`config.mk`:
```
export PLATFORM = sky130hd
export DESIGN_NAME = modulo_varredura_matriz
export DESIGN_NICKNAME = d
export VERILOG_FILES = /design/src/rtl/modulo_varredura_matriz.sv
export SDC_FILE = /design/constraint.sdc
export NUM_CORES = 1
export LEC_CHECK = 0
export CORE_AREA = 2 2 82 84
export DETAILED_ROUTE_END_ITERATION = 8
export DIE_AREA = 0 0 84 86
export GPL_TIMING_DRIVEN = 0
export PLACE_DENSITY = 0.84
export SLEW_MARGIN = 10
export SYNTH_ARGS = -nofsm -noshare
export SYNTH_HDL_FRONTEND = slang
export SYNTH_SLANG_ARGS = --single-unit
```
`constraint.sdc`:
```
create_clock -name clk -period 2.8 [get_ports clk]
set_clock_uncertainty 0.05 [all_clocks]
set_input_delay 0.56 -clock clk [delete_from_list [all_inputs] [get_ports clk]]
set_output_delay 0.56 -clock clk [all_outputs]
set_load 0.05 [all_outputs]
```
`src/rtl/modulo_varredura_matriz.sv`:
```
// modulo_varredura_matriz: row-scanned driver for N_DIGITS side-by-side 5x7 LED digits with a frame-synchronous digit shadow.
module modulo_varredura_matriz #(
  parameter int N_DIGITS    = 2,
  parameter int DIV         = 4,
  parameter int ROW_ACT_LOW = 0,
  parameter int COL_ACT_LOW = 0
) (
  input  logic                  clk,
  input  logic                  rst,
  input  logic                  en,
  input  logic [4*N_DIGITS-1:0] digits,
  output logic [6:0]            row_sel,
  output logic [5*N_DIGITS-1:0] cols,
  output logic                  frame_done
);
  localparam int PW = DIV > 1 ? $clog2(DIV) : 1;
  localparam logic RL = ROW_ACT_LOW != 0;
  localparam logic CL = COL_ACT_LOW != 0;
  logic [PW-1:0]         r_pre_cnt;
  logic [2:0]            r_row_idx;
  logic [4*N_DIGITS-1:0] r_shadow;
  logic                  r_load_pend;
  logic                  r_frame_done;
  logic                  w_adv;
  logic                  w_top;
  logic                  w_wrap;
  logic                  w_on;
  // The pending-load cycle only captures digits: pins stay off and the prescaler holds.
  assign w_adv  = en & ~r_load_pend;
  assign w_top  = r_pre_cnt == PW'(DIV - 1);
  assign w_wrap = w_adv & w_top & (r_row_idx == 3'd6);
  assign w_on   = en & ~rst & ~r_load_pend;
  function automatic logic [4:0] font_row(input logic [3:0] c, input logic [2:0] r);
    logic [34:0] g;
    case (c)
      4'd0:    g = {5'h0E, 5'h11, 5'h19, 5'h15, 5'h13, 5'h11, 5'h0E};
      4'd1:    g = {5'h0E, 5'h04, 5'h04, 5'h04, 5'h04, 5'h0C, 5'h04};
      4'd2:    g = {5'h1F, 5'h08, 5'h04, 5'h02, 5'h01, 5'h11, 5'h0E};
      4'd3:    g = {5'h0E, 5'h11, 5'h01, 5'h02, 5'h04, 5'h02, 5'h1F};
      4'd4:    g = {5'h02, 5'h02, 5'h1F, 5'h12, 5'h0A, 5'h06, 5'h02};
      4'd5:    g = {5'h0E, 5'h11, 5'h01, 5'h01, 5'h1E, 5'h10, 5'h1F};
      4'd6:    g = {5'h0E, 5'h11, 5'h11, 5'h1E, 5'h10, 5'h08, 5'h06};
      4'd7:    g = {5'h08, 5'h08, 5'h08, 5'h04, 5'h02, 5'h01, 5'h1F};
      4'd8:    g = {5'h0E, 5'h11, 5'h11, 5'h0E, 5'h11, 5'h11, 5'h0E};
      4'd9:    g = {5'h0C, 5'h02, 5'h01, 5'h0F, 5'h11, 5'h11, 5'h0E};
      default: g = '0;
    endcase
    font_row = 5'(g >> (5 * r));
  endfunction
  assign row_sel    = (w_on ? 7'd1 << r_row_idx : 7'd0) ^ {7{RL}};
  assign frame_done = r_frame_done & en & ~rst;
  for (genvar k = 0; k < N_DIGITS; k++) begin : g_col
    assign cols[5*k+:5] = (w_on ? font_row(r_shadow[4*k+:4], r_row_idx) : 5'd0) ^ {5{CL}};
  end
  always_ff @(posedge clk) begin
    if (rst) begin
      r_pre_cnt    <= '0;
      r_row_idx    <= '0;
      r_shadow     <= '1;
      r_load_pend  <= 1'b1;
      r_frame_done <= 1'b0;
    end else begin
      r_frame_done <= w_wrap;
      if (w_adv) begin
        r_pre_cnt <= w_top ? '0 : r_pre_cnt + PW'(1);
        if (w_top) r_row_idx <= r_row_idx == 3'd6 ? 3'd0 : r_row_idx + 3'd1;
      end
      if ((en & r_load_pend) | w_wrap) r_shadow <= digits;
      if (en) r_load_pend <= 1'b0;
    end
  end
endmodule

```
Yosys cells after proc, flatten, opt, wreduce, memory -nomap -nowiden
Memory sizes are Yosys's and may differ from the RTL's. A register that Yosys moved wholly into a read port is not among the register bits.
Cells that the tools add are included.
Cells by class
  add/sub/neg operators: 2
  $mul: 1
  eq/ne operators: 2
  shift operators: 3
  multiplexer cells: 9
  bitwise gates (word level): 11
  reductions and logical operators: 1
Operator list (number)
  $shr A35 B6 Y5: 2
  $mux W4: 4
  $mux W5: 2
  $and A1 B1 Y1: 8
  $mux W7: 1
  $shl A1 B3 Y7 const A: 1
  $mul A3 B3 Y6 const A: 1
  $add A3 B1 Y3 const B: 1
  $eq A3 B3 Y1 const B: 1
  $mux W3: 1
  $add A2 B1 Y2 const B: 1
  $eq A2 B2 Y1 const B: 1
  $mux W2: 1
  $not A1 Y1: 2
  $reduce_and A2 Y1: 1
  $or A1 B1 Y1: 1
Storage, ports and cells
  bits in registers: 15
  memory bits (read-only): 1120
  output and inout bits: 18
  logic and storage cells: 36
  memories kept: 2
Memory list
  (name not given): words 16, width 35, rd ports 1, clocked after Yosys merged registers in 1, write ports 0, line 35  | case (c)
  (name not given): words 16, width 35, rd ports 1, clocked after Yosys merged registers in 1, write ports 0, line 35

Longest topological paths before layout
Gate-level depths: netlist (run 1).
  depth after elaboration: 7
  depth in mapped cells: 10

Worst setup path before layout (run 1)
Ideal clock, no wire load.
  kind: input -> output
  start: input en
  end: output cols[4]
  data arrival time: 3.176 ns
  data required time: 2.190 ns
  slack: -0.986 ns
  cell stages on the path: 5
  cells stage by stage: clkbuf_1 nor2b_1 nand3b_1 nor3_1 a221o_1
Between the ends
  word-level cells in the longest chain between the ends: 3
RTL lines
  start: declaration: line 10  | input logic en,
  $and A1 B1 Y1 (2 in series): line 32  | assign w_on = en & ~rst & ~r_load_pend;
  $mux W5: line 53  | assign cols[5*k+:5] = (w_on ? font_row(r_shadow[4*k+:4], r_row_idx) : 5'd0) ^ {5{CL}};
  end: declaration: line 13  | output logic [5*N_DIGITS-1:0] cols,
Every way passes these cells.

==> results.md, run 1 <==
* Cell taking the most area after synthesis: dfxtp_1
* Crit-path slowest cell: a221o_1
* Worst-margin pin slew at 0.496 ns
* Area grow syn2layout at 20.9%
* Post-Route WL at 8660 µm
* Max Fclk at 0.368 GHz
* DRT Pass-1 Iters at 7
* GR Overflow Total at 0
* Reg2reg setup slack at 0.08 ns
* Synthesis Warnings at 0
* Cells after Synth at 366
* Worst slack, placed at -1.03 ns
* Crit path capture type: register
* Origin of the worst setup path: r_pre_cnt[0]
* IO buf count at 28
* R2R depth at 8
* Setup ws final at 0.0829 ns
* Final nets at 441
* Largest net degree at the start of global routing at 14
* Die H at about 86 µm
* Root buffer cell: clkbuf_8
* Worst vdd ir at 328 µV
* Mapped Area at roughly 3500 µm²
* Total negative slack at 0 ns
* N_diodes at 0
* Antenna violations before repair at 0
* Minimum clock period at 2.72 ns
* Final-report hold violation count at 0
* Die width at 84 µm
* Setup Viol. Count Final at 0
* Hold Slack at around 0.45 ns
* Static Leak at 0.00176 µW
* # fillers at roughly 470
* Top cell type's share of synthesized area at 43.9%
* Avg WL per Cell at 17.6 µm
* CTS H-tree depth at 3
* DRC viols at 0
* Final period util at 97.0%
* First-pass GRT wire length at 14100 µm
* Multi-input gate area at 1860 µm²
* CTS Buf Count at 9
* EDFF count, synth at 0
* Critical setup path kind: register to register
* CTS tree: built
* Clk sink count at between 70 and 80
* Synth Register Bits at between 70 and 80
* Later-pin clock latency in the skew report at 0.35 ns
* CORE AREA at 6280 µm²
* Async set-reset flop share out of synthesis at 0%
* Post-route ant nets at 0
* Crit path max fanout at 8
* Initial DRC count at 362
* Vias per inst at 6.02
* Most frequent cells in the layout: dfxtp_1, nor2_1, a21oi_1, nand2_1, buf_2
* Total die area at between 7000 and 8000 µm²
* Sequential cell area at 1540 µm²
* Starting Density at 56.0%
* Critical Path Max Stage Delay at 0.47 ns
* HPWL Detailed at 5760 µm
* RSZ-0062 raised after global routing: no
* Gr usage total at 25.1%
* Distinct cell type count after synthesis at 48
* Rows at 29
* Synth Net Count at just under 400
* Hold_buf cts at 0
* Vias post-DR at 2967
* Max-cap violations at 0
* Slew margin rel. at 66.9%
* Critical-path cell list: ha_1 -> and4b_4 -> or2_0 -> buf_2 -> a221o_1 -> ha_1 -> nand2b_1 -> a22o_1
* Crit path top cell by count: ha_1
* Crit path required time at 2.99 ns
* Clock Tree Buf Depth at 2
* Status: finished, final reports clean
* GP Congestion at 0.949
* Worst setup SP type: register
* Pins Over Slew Limit at 0
* Vias in the first global route at 2795
* Clk slew on worst S/H paths at 0.07 ns
* Most common cell after layout, fill and taps aside: dfxtp_1
* Seq/Total Area, Yosys at 43.9%
* Synth area leaders: dfxtp_1, ha_1, a21oi_1
* Layout cells sized above 1 at 23.3%
* # IOs at 29
* Min-delay worst type: register to register
* Final core utilization at 67.7%
* Avg Inst Size Synth at 9.60 µm²
* WP data arrival at 2.91 ns
* Cell area power density at ~600 nW/µm²
* Top_reg_cell synth: dfxtp_1
* Worst flop-to-flop path startpoint: r_pre_cnt[0]
-- routing by layer --
| metal | routed length, µm | vias up | GRT usage, % | share of wire [%] |
|---|---|---|---|---|
| met4 | 188 | 0 | 10.4 | 2.2 |
| met3 | 753 | 29 | 5.29 | 8.7 |
| met2 | 3920 | 168 | 39.0 | 45 |
| met5 | 0 | - | 0 | 0 |
| met1 | 3800 | 1384 | 34.2 | 44 |
| li1 | - | 1386 | - | - |
-- power breakdown --
part           total [µW]  switching, µW  internal, µW
Clock                 987            399           588
Combinational         323            191           132
Sequential           1180           22.4          1160
Total                2490            613          1880
-- how the worst min path moves through the flow --
| stage | from | to | cells after the start | slack, ns |
|---|---|---|---|---|
| finish | r_shadow[4] | r_shadow[4] | 1 | 0.45 |
| global route | r_shadow[4] | r_shadow[4] | 1 | 0.47 |
| CTS | r_shadow[4] | r_shadow[4] | 1 | 0.45 |
| detailed placement | r_shadow[4] | r_shadow[4] | 1 | 0.43 |
| global placement | r_shadow[4] | r_shadow[4] | 1 | 0.42 |
| floorplan | r_shadow[0] | r_shadow[0] | 1 | 0.41 |
-- final cells by class --
| type | count | share of cell area [%] |
|---|---|---|
| Buffer | 26 | 4.59 |
| Clock buffer | 9 | 2.92 |
| Clock inverter | 6 | 2.65 |
| Inverter | 11 | 0.972 |
| Multi-Input combinational cell | 251 | 43.7 |
| Sequential cell | 77 | 36.3 |
| Tap cell | 77 | 2.27 |
| Timing Repair Buffer | 36 | 6.65 |
-- synth_stat cells, types with 5 or more instances --
library cell and n:
a211oi_1 10, a21oi_1 39, a221o_1 7, and2_1 9, buf_2 5, buf_4 5
clkbuf_1 12, dfxtp_1 77, ha_1 18, inv_1 7, mux2i_1 14, mux4_2 6
nand2_1 29, nor2_1 45, o21a_1 5, o21ai_0 11
-- worst max-delay path: cells and delay by family, from the launching register on --
family | cells | cell delay [ns]
AND/OR/NAND/NOR | 3 | 0.67
adder cells (fa/ha/maj) | 2 | 0.71
AO/OA/AOI/OAI | 2 | 0.67
flip-flops | 1 | 0.33
buffers and inverters | 1 | 0.17
-- cells by family after synthesis --
logic type / share of synthesized area (%)
compound gates: 18.7
xor+xnor: 0.498
fa+ha+maj: 6.41
buf+inv: 5.62
flops: 43.9
mux: 10.8
simple gates: 14.1
-- what timing repair did --
item                                    CTS  global route
pin swaps                                 2             0
endpoints found under the setup margin   60            33
resized for setup                       120            11
cloned                                    1             0
buffers inserted                          5             2
-- per-stage QoR --
stage	area, µm²	cells	power (µW)
final	4250	493	2490
after global routing	4250	493	2570
after CTS	4220	491	2480
after detailed placement	3920	471	1500
after global placement	3920	471	1490
after floorplan	3550	366	1420
No activity file was read; power rests on OpenSTA's default activity.
==> inputs of run 2 (changes only) <==
--- a/config.mk
+++ b/config.mk
@@ -5,11 +5,12 @@
 export SDC_FILE = /design/constraint.sdc
 export NUM_CORES = 1
 export LEC_CHECK = 0
-export CORE_AREA = 2 2 82 84
+export CORE_AREA = 4 4 84 86
 export DETAILED_ROUTE_END_ITERATION = 8
-export DIE_AREA = 0 0 84 86
+export DIE_AREA = 0 0 88 90
 export GPL_TIMING_DRIVEN = 0
 export PLACE_DENSITY = 0.84
+export SKIP_LAST_GASP = 1
 export SLEW_MARGIN = 10
 export SYNTH_ARGS = -nofsm -noshare
 export SYNTH_HDL_FRONTEND = slang
==> run 2 against run 1 <==
  * Sequential power barely moved
  * Register-to-register slack barely moved
  * Critical path depth did not move
  * Sequential cell count did not move
  * Design area fell by 0.97%
  * Clock power fell by 9.8%
  * Highest routed layer unchanged
==> results.md, run 2 (synthesis results as in run 1) <==
* Reg2reg setup slack at 0.08 ns (about the same)
* Crit-path slowest cell: ha_1
* Total die area at 7920 µm² (+9.6%)
* Crit path top cell by count: ha_1
* Post-route cell area at 4210 µm² (-0.97%)
* GP Congestion at 0.896 (-5.6%)
* Worst-margin pin slew at 0.507 ns (+0.0107 ns)
* DRT Pass-1 Iters at 5 (-2)
* Critical Path Max Stage Delay at 0.40 ns (-0.07 ns)
* Sequential cell area at 1540 µm² (unchanged)
* Critical setup path kind: register to register
* HPWL Detailed at 5930 µm (+2.9%)
* GR Overflow Total at 0 (unchanged)
* CTS H-tree depth at 3 (unchanged)
* Largest net degree at the start of global routing at 14 (unchanged)
* Die width at 88 µm (+4.8%)
* Clk slew on worst S/H paths at 0.07 ns (about the same)
* CTS tree: built
* WP data arrival at 2.91 ns (about the same)
* Vias post-DR at 2870 (-3.3%)
* DRC viols at 0 (unchanged)
* # IOs at 29 (unchanged)
* Min-delay worst type: register to register
* Status: finished, final reports clean
* R2R depth at 8 (unchanged)
* Max Fclk at 0.367 GHz (-0.29%)
* Cell area power density at 567 nW/µm² (-3.3%)
* Setup Viol. Count Final at 0 (unchanged)
* Final nets at 438 (-0.68%)
* Crit path required time at 2.98 ns (about the same)
* # fillers at 497 (+5.5%)
* Crit path capture type: register
* N_diodes at 0 (unchanged)
* IO buf count at 28 (unchanged)
* Pins Over Slew Limit at 0 (unchanged)
* Clock Tree Buf Depth at 2 (unchanged)
* Static Leak at 0.00174 µW (-1.3%)
* CORE AREA at 6280 µm² (unchanged)
* Slew margin rel. at 66.2% (-0.72 points)
* First-pass GRT wire length at 13400 µm (-5.1%)
* Clk sink count at 77 (unchanged)
* Critical-path cell list: ha_1 -> and4b_4 -> o21a_2 -> mux2i_4 -> inv_1 -> ha_1 -> nand2b_1 -> a22o_1
* Most common cell after layout, fill and taps aside: dfxtp_1
* Gr usage total at 22.2% (-2.8 points)
* Post-Route WL at 8270 µm (-4.4%)
* Rows at 29 (unchanged)
* Fin cells at 490 (-0.61%)
* Die H at 90 µm (+4.7%)
* Antenna violations before repair at 0 (unchanged)
* Avg WL per Cell at 16.9 µm (-3.9%)
* Placed Cells at 471 (unchanged)
* Multi-input gate area at 1840 µm² (-0.74%)
* Most frequent cells in the layout: dfxtp_1, nor2_1, a21oi_1, nand2_1, buf_4
* Hold_buf cts at 0 (unchanged)
* Crit path max fanout at 7 (-1)
* Vias per inst at 5.86 (-2.7%)
* CTS Buf Count at 9 (unchanged)
* Layout cells sized above 1 at 22.3% (-1.0 points)
* Worst setup SP type: register
* Later-pin clock latency in the skew report at 0.34 ns (about the same)
* RSZ-0062 raised after global routing: no
* Max-cap violations at 0 (unchanged)
* Worst vdd ir at 362 µV (+10%)
* Initial DRC count at 320 (-12%)
* Dpl cell area at 3920 µm² (unchanged)
* Area grow syn2layout at 19.7%
* Vias in the first global route at 2682 (-4.0%)
* Starting Density at 56.0% (unchanged)
* Worst flop-to-flop path startpoint: r_pre_cnt[0]
* Final period util at 97.3% (+0.28 points)
* Final-report hold violation count at 0 (unchanged)
* Minimum clock period at 2.72 ns (+0.00790 ns)
* Root buffer cell: clkbuf_8
* Origin of the worst setup path: r_pre_cnt[0]
* Post-route ant nets at 0 (unchanged)
## run 2: report_power, final
group          switching, µW  internal (µW)  total (µW)
combinational            187            129         316
clock                    394            496         890
sequential              21.2           1160        1180
total                    602           1780        2390
## run 2: layout make-up
cell class | count | share of cell area (%)
multi-input combinational | 251 | 43.8
tap | 77 | 2.29
buffer | 26 | 4.67
clock buffer | 9 | 2.94
clock inverter | 6 | 2.11
inverter | 11 | 0.981
sequential | 77 | 36.6
timing repair buffer | 33 | 6.60
## run 2: worst min-delay path by stage
stage	start	end	slack [ns]	cells past startpoint
2_1_floorplan	r_shadow[0]	r_shadow[0]	0.41	1
3_3_place_gp	r_shadow[4]	r_shadow[4]	0.42	1
3_5_place_dp	r_shadow[4]	r_shadow[4]	0.43	1
4_1_cts	r_shadow[0]	r_shadow[0]	0.45	1
5_1_grt	r_shadow[0]	r_shadow[0]	0.48	1
6_report	r_shadow[4]	r_shadow[4]	0.45	1
## run 2: what timing repair did
action                     4_1_cts  5_1_grt
setup endpoints to repair       59       51
cloned                           1        0
setup buffers                    4        0
resized for setup              118       15
pin swaps                        1        1
## run 2: worst max-delay path: cells and delay by family (launching register included)
kind / cells / cell delay [ns]
and+or+nand+nor: 2 / 0.53
adders and majority gates: 2 / 0.67
DFF: 1 / 0.37
AOI/OAI and AO/OA: 2 / 0.46
buffers and inverters: 1 / 0.18
muxes: 1 / 0.38
## run 2: routing by layer
metal  vias up  GRT usage [%]  routed length [µm]
met3        16           4.94                 796
met2       159           32.3                3610
met4         0           9.85                 161
li1       1388              -                   -
met1      1307           31.3                3700
met5         -              0                   0
## run 2: per-stage QoR
step | total power (µW) | TNS, ns | worst slack, ns | utilization (%) | hold WS, ns
finish | 2390 | 0 | 0.0750 | 67.0 | 0.449
CTS | 2400 | -0.0198 | -0.0198 | 66.9 | 0.447
global route | 2480 | 0 | 0.00145 | 67.0 | 0.477
global placement | 1490 | -47.17 | -0.968 | 62.5 | 0.421
detailed placement | 1500 | -51.59 | -1.07 | 62.5 | 0.429
floorplan | 1420 | -1.13 | -0.186 | - | 0.407
==> inputs of run 3 (changes only) <==
--- a/config.mk
+++ b/config.mk
@@ -6,6 +6,7 @@
 export NUM_CORES = 1
 export LEC_CHECK = 0
 export CORE_AREA = 4 4 84 86
+export CTS_BUF_LIST = sky130_fd_sc_hd__clkbuf_4 sky130_fd_sc_hd__clkbuf_8 sky130_fd_sc_hd__clkbuf_16
 export DETAILED_ROUTE_END_ITERATION = 8
 export DIE_AREA = 0 0 88 90
 export GPL_TIMING_DRIVEN = 0
==> results of run 3 <==
No change in the layout: final DEF, timing and power equal those of run 2.
==> RTL edit 1: new RTL, flow settings as in run 1 <==
Reset style: asynchronous (`rst`), changed in one clocked block.
--- a/src/rtl/modulo_varredura_matriz.sv
+++ b/src/rtl/modulo_varredura_matriz.sv
@@ -53,5 +53,5 @@
     assign cols[5*k+:5] = (w_on ? font_row(r_shadow[4*k+:4], r_row_idx) : 5'd0) ^ {5{CL}};
   end
-  always_ff @(posedge clk) begin
+  always_ff @(posedge clk or posedge rst) begin
     if (rst) begin
       r_pre_cnt    <= '0;
Check against the original RTL: same outputs for any inputs over 4 cycles, from zero or initial values and one cycle with rst high; that may be too few to reach the edited logic, so the function may still have changed.
==> RTL edit 1 against run 1 <==
The run now ends with negative setup slack left. Worst setup slack worse by 250 ps. Maximum frequency shrank 8.5%. Cell count shrank 12%. Sequential cell count shrank 62. Design area fell by 26%. Power rose by 43%. Routed wire length down 1.2%. Synthesized area decreased by 37%. Highest routed layer unchanged.
==> RTL edit 1: results (changes against run 1) <==
stage	metric	value	unit	change
grt	use_met1	29.45	%	-4.7 points
power_and_ir_drop	net-switching-power	1.938	mW	+220%
critical_path	worst_path_largest_cell_delay	610	ps	+140 ps
critical_path	critical-path-slowest-cell	sky130_fd_sc_hd__dfstp_2		
synth	post_synth_fa_ha_maj_area_fraction	9.583	%	+3.2 points
detailed_routing	first_iter_violations	417		+15%
power_and_ir_drop	post_layout_total_power	3.569	mW	+43%
place	dpl.hpwl	5289	um	-8.1%
power_and_ir_drop	pwr-share-comb	83.6	%	+71 points
sta	setup_ws	-170.9	ps	-253.8 ps
grt	grtUsageMet3	3.369	%	-1.9 points
layout	layout-drive-gt1-share	36.62	%	+13 points
grt	grt_max_degree	11		-3
detailed_routing	route.detailed.vias_per_inst	6.588		+9.5%
layout	area_share_clock_buf_inv	1.425	%	-4.1 points
layout	multiInputCombCellCount	248		-1.2%
status	outcome	finished with violations		
sta	final-setup-viol-count	5		+5
status	violations	negative setup slack		
place	pre_cts_worst_setup_slack	-946.7	ps	+87.69 ps
layout	final.signal_buffer_count	75		+21%
critical_path	worst-path-max-fanout	5		-3
clock_tree	worstSkewPairLatency	250	ps	-100 ps
detailed_routing	wl	8556	um	-1.2%
synth	synth-seq-area-share	17.42	%	-26 points
place	placed_standard_cell_area	2628	um2	-33%
[RTL edit 1: final timing paths]
| path | slack (ps) | start | endpoint | cells after the start |
|---|---|---|---|---|
| min | 460 | r_pre_cnt[0] | r_pre_cnt[0] | 1 |
| min reg2reg | 460 | r_pre_cnt[0] | r_pre_cnt[0] | 1 |
| min in group asynchronous | 500 | rst | r_row_idx[0] | 3 |
| max in group asynchronous | 1950 | rst | r_shadow[3] | 3 |
| max | -170 | r_shadow[4] | cols[8] | 7 |
| max reg2reg | 1010 | r_row_idx[0] | r_row_idx[1] | 5 |
[RTL edit 1: repair_timing]
action                                 in CTS  in global routing
pin swaps                                  16                 22
endpoints found under the hold margin       0                  0
gates cloned                                0                  0
setup endpoints to repair                  18                 14
gates resized for setup                   105                 48
buffers inserted                           19                  7
[RTL edit 1: metal layers]
metal,up-vias,wire length [um]
met3,56,1013
met5,-,0
met4,0,384
li1,1224,-
met1,1298,3163
met2,268,3995
==> RTL edit 2: new RTL, config.mk and constraints of run 1 <==
Made on the original files. Change the parameter `N_DIGITS` from 2 to 1.
--- a/src/rtl/modulo_varredura_matriz.sv
+++ b/src/rtl/modulo_varredura_matriz.sv
@@ -1,5 +1,5 @@
 // modulo_varredura_matriz: row-scanned driver for N_DIGITS side-by-side 5x7 LED digits with a frame-synchronous digit shadow.
 module modulo_varredura_matriz #(
-  parameter int N_DIGITS    = 2,
+  parameter int N_DIGITS    = 1,
   parameter int DIV         = 4,
   parameter int ROW_ACT_LOW = 0,
Ports: changed (resized cols and digits); port bits go from 29 to 20. The function was not compared with the original's and may differ.
==> RTL edit 2 against run 1 <==
Routed wire length decreased by 49%. Worst setup slack improved by 40 ps. Sequential cell count down 35. Power is 53% lower. Largest power group unchanged. Sequential power down 46%. Sequential share of layout area shrank 0.57 points. Synthesized area fell by 43%. Design area is 45% lower.
==> RTL edit 2: results (changes against run 1) <==
stage	metric	value	unit	change
clock_tree	cts_buffers	5		-4
power_and_ir_drop	p_seq	642	uW	-46%
synth	mappedNetlistNets	231		-42%
grt	grt.total_usage	12.73	%	-12 points
power_and_ir_drop	power_report.internal_total	869.6	uW	-54%
sta	setup_ws	122.8	ps	+39.88 ps
place	pre_cts_worst_setup_slack	-452.5	ps	+581.9 ps
critical_path	worst-path-max-fanout	10		+2
synth	synth-compound-area-share	19.50	%	+0.84 points
detailed_routing	route.detailed.vias_per_inst	5.119		-15%
sta	worst_slew_pin_slew	500.6	ps	+4.529 ps
synth	synth-seq-area-share	42.26	%	-1.6 points
layout	design.final.nets	259		-41%
synth	netlist-cell-type-count	43		-10%
place	portBuffers	17		-39%
grt	first_global_vias	1591		-43%
critical_path	ff2ff_setup_slack	180	ps	+100 ps
layout	layout-drive-gt1-share	18.60	%	-4.7 points
place	numPlacedInstances	308		-35%
power_and_ir_drop	pwr-share-comb	14.4	%	+1.4 points
synth	synth_area_per_cell	9.296	um2	-3.2%
clock_tree	cts_setup_buffers	0		-5
place	placed_standard_cell_area	2262	um2	-42%
status	outcome	finished, final reports clean		
grt	grt_first_pass_wirelength	7238	um	-49%
detailed_routing	routed-via-count	1633		-45%
-- RTL edit 2: cell count changes after synthesis, moves of 5 or more --
cell | run 1 | this run
sky130_fd_sc_hd__and2_1 | 9 | 2
sky130_fd_sc_hd__ha_1 | 18 | 10
sky130_fd_sc_hd__nand2_1 | 29 | 24
sky130_fd_sc_hd__o211ai_1 | 0 | 5
sky130_fd_sc_hd__nor2_1 | 45 | 22
sky130_fd_sc_hd__clkbuf_1 | 12 | 5
sky130_fd_sc_hd__a211oi_1 | 10 | 5
sky130_fd_sc_hd__a21oi_1 | 39 | 21
sky130_fd_sc_hd__mux2i_1 | 14 | 4
sky130_fd_sc_hd__dfxtp_1 | 77 | 42
sky130_fd_sc_hd__a221o_1 | 7 | 0
-- RTL edit 2: metal layers --
| layer | global-route usage [%] | routed length [um] | up-vias |
|---|---|---|---|
| met5 | 0 | 0 | - |
| met4 | 7.771 | 58 | 0 |
| met3 | 4.042 | 279 | 9 |
| met2 | 21.53 | 2263 | 60 |
| met1 | 14.00 | 1797 | 767 |
| li1 | - | - | 797 |
-- RTL edit 2: worst paths after layout --
path	cells past startpoint	start	to
worst min-delay path	2	r_pre_cnt[1]	r_pre_cnt[1]
worst max register to register	9	r_pre_cnt[0]	flop
worst max-delay path	6	r_row_idx[1]	row_sel[3]
worst min register to register	2	r_pre_cnt[1]	r_pre_cnt[1]
-- RTL edit 2: layout make-up --
class	instances	area, um2	area share [%]
Multi-Input combinational cell	146	1011	42.93
Timing Repair Buffer	21	173.9	7.386
Clock inverter	1	7.507	0.3188
Clock buffer	6	72.57	3.082
Sequential cell	42	840.8	35.71
Inverter	13	57.56	2.444
Tap cell	77	96.34	4.091
Buffer	13	95.09	4.038
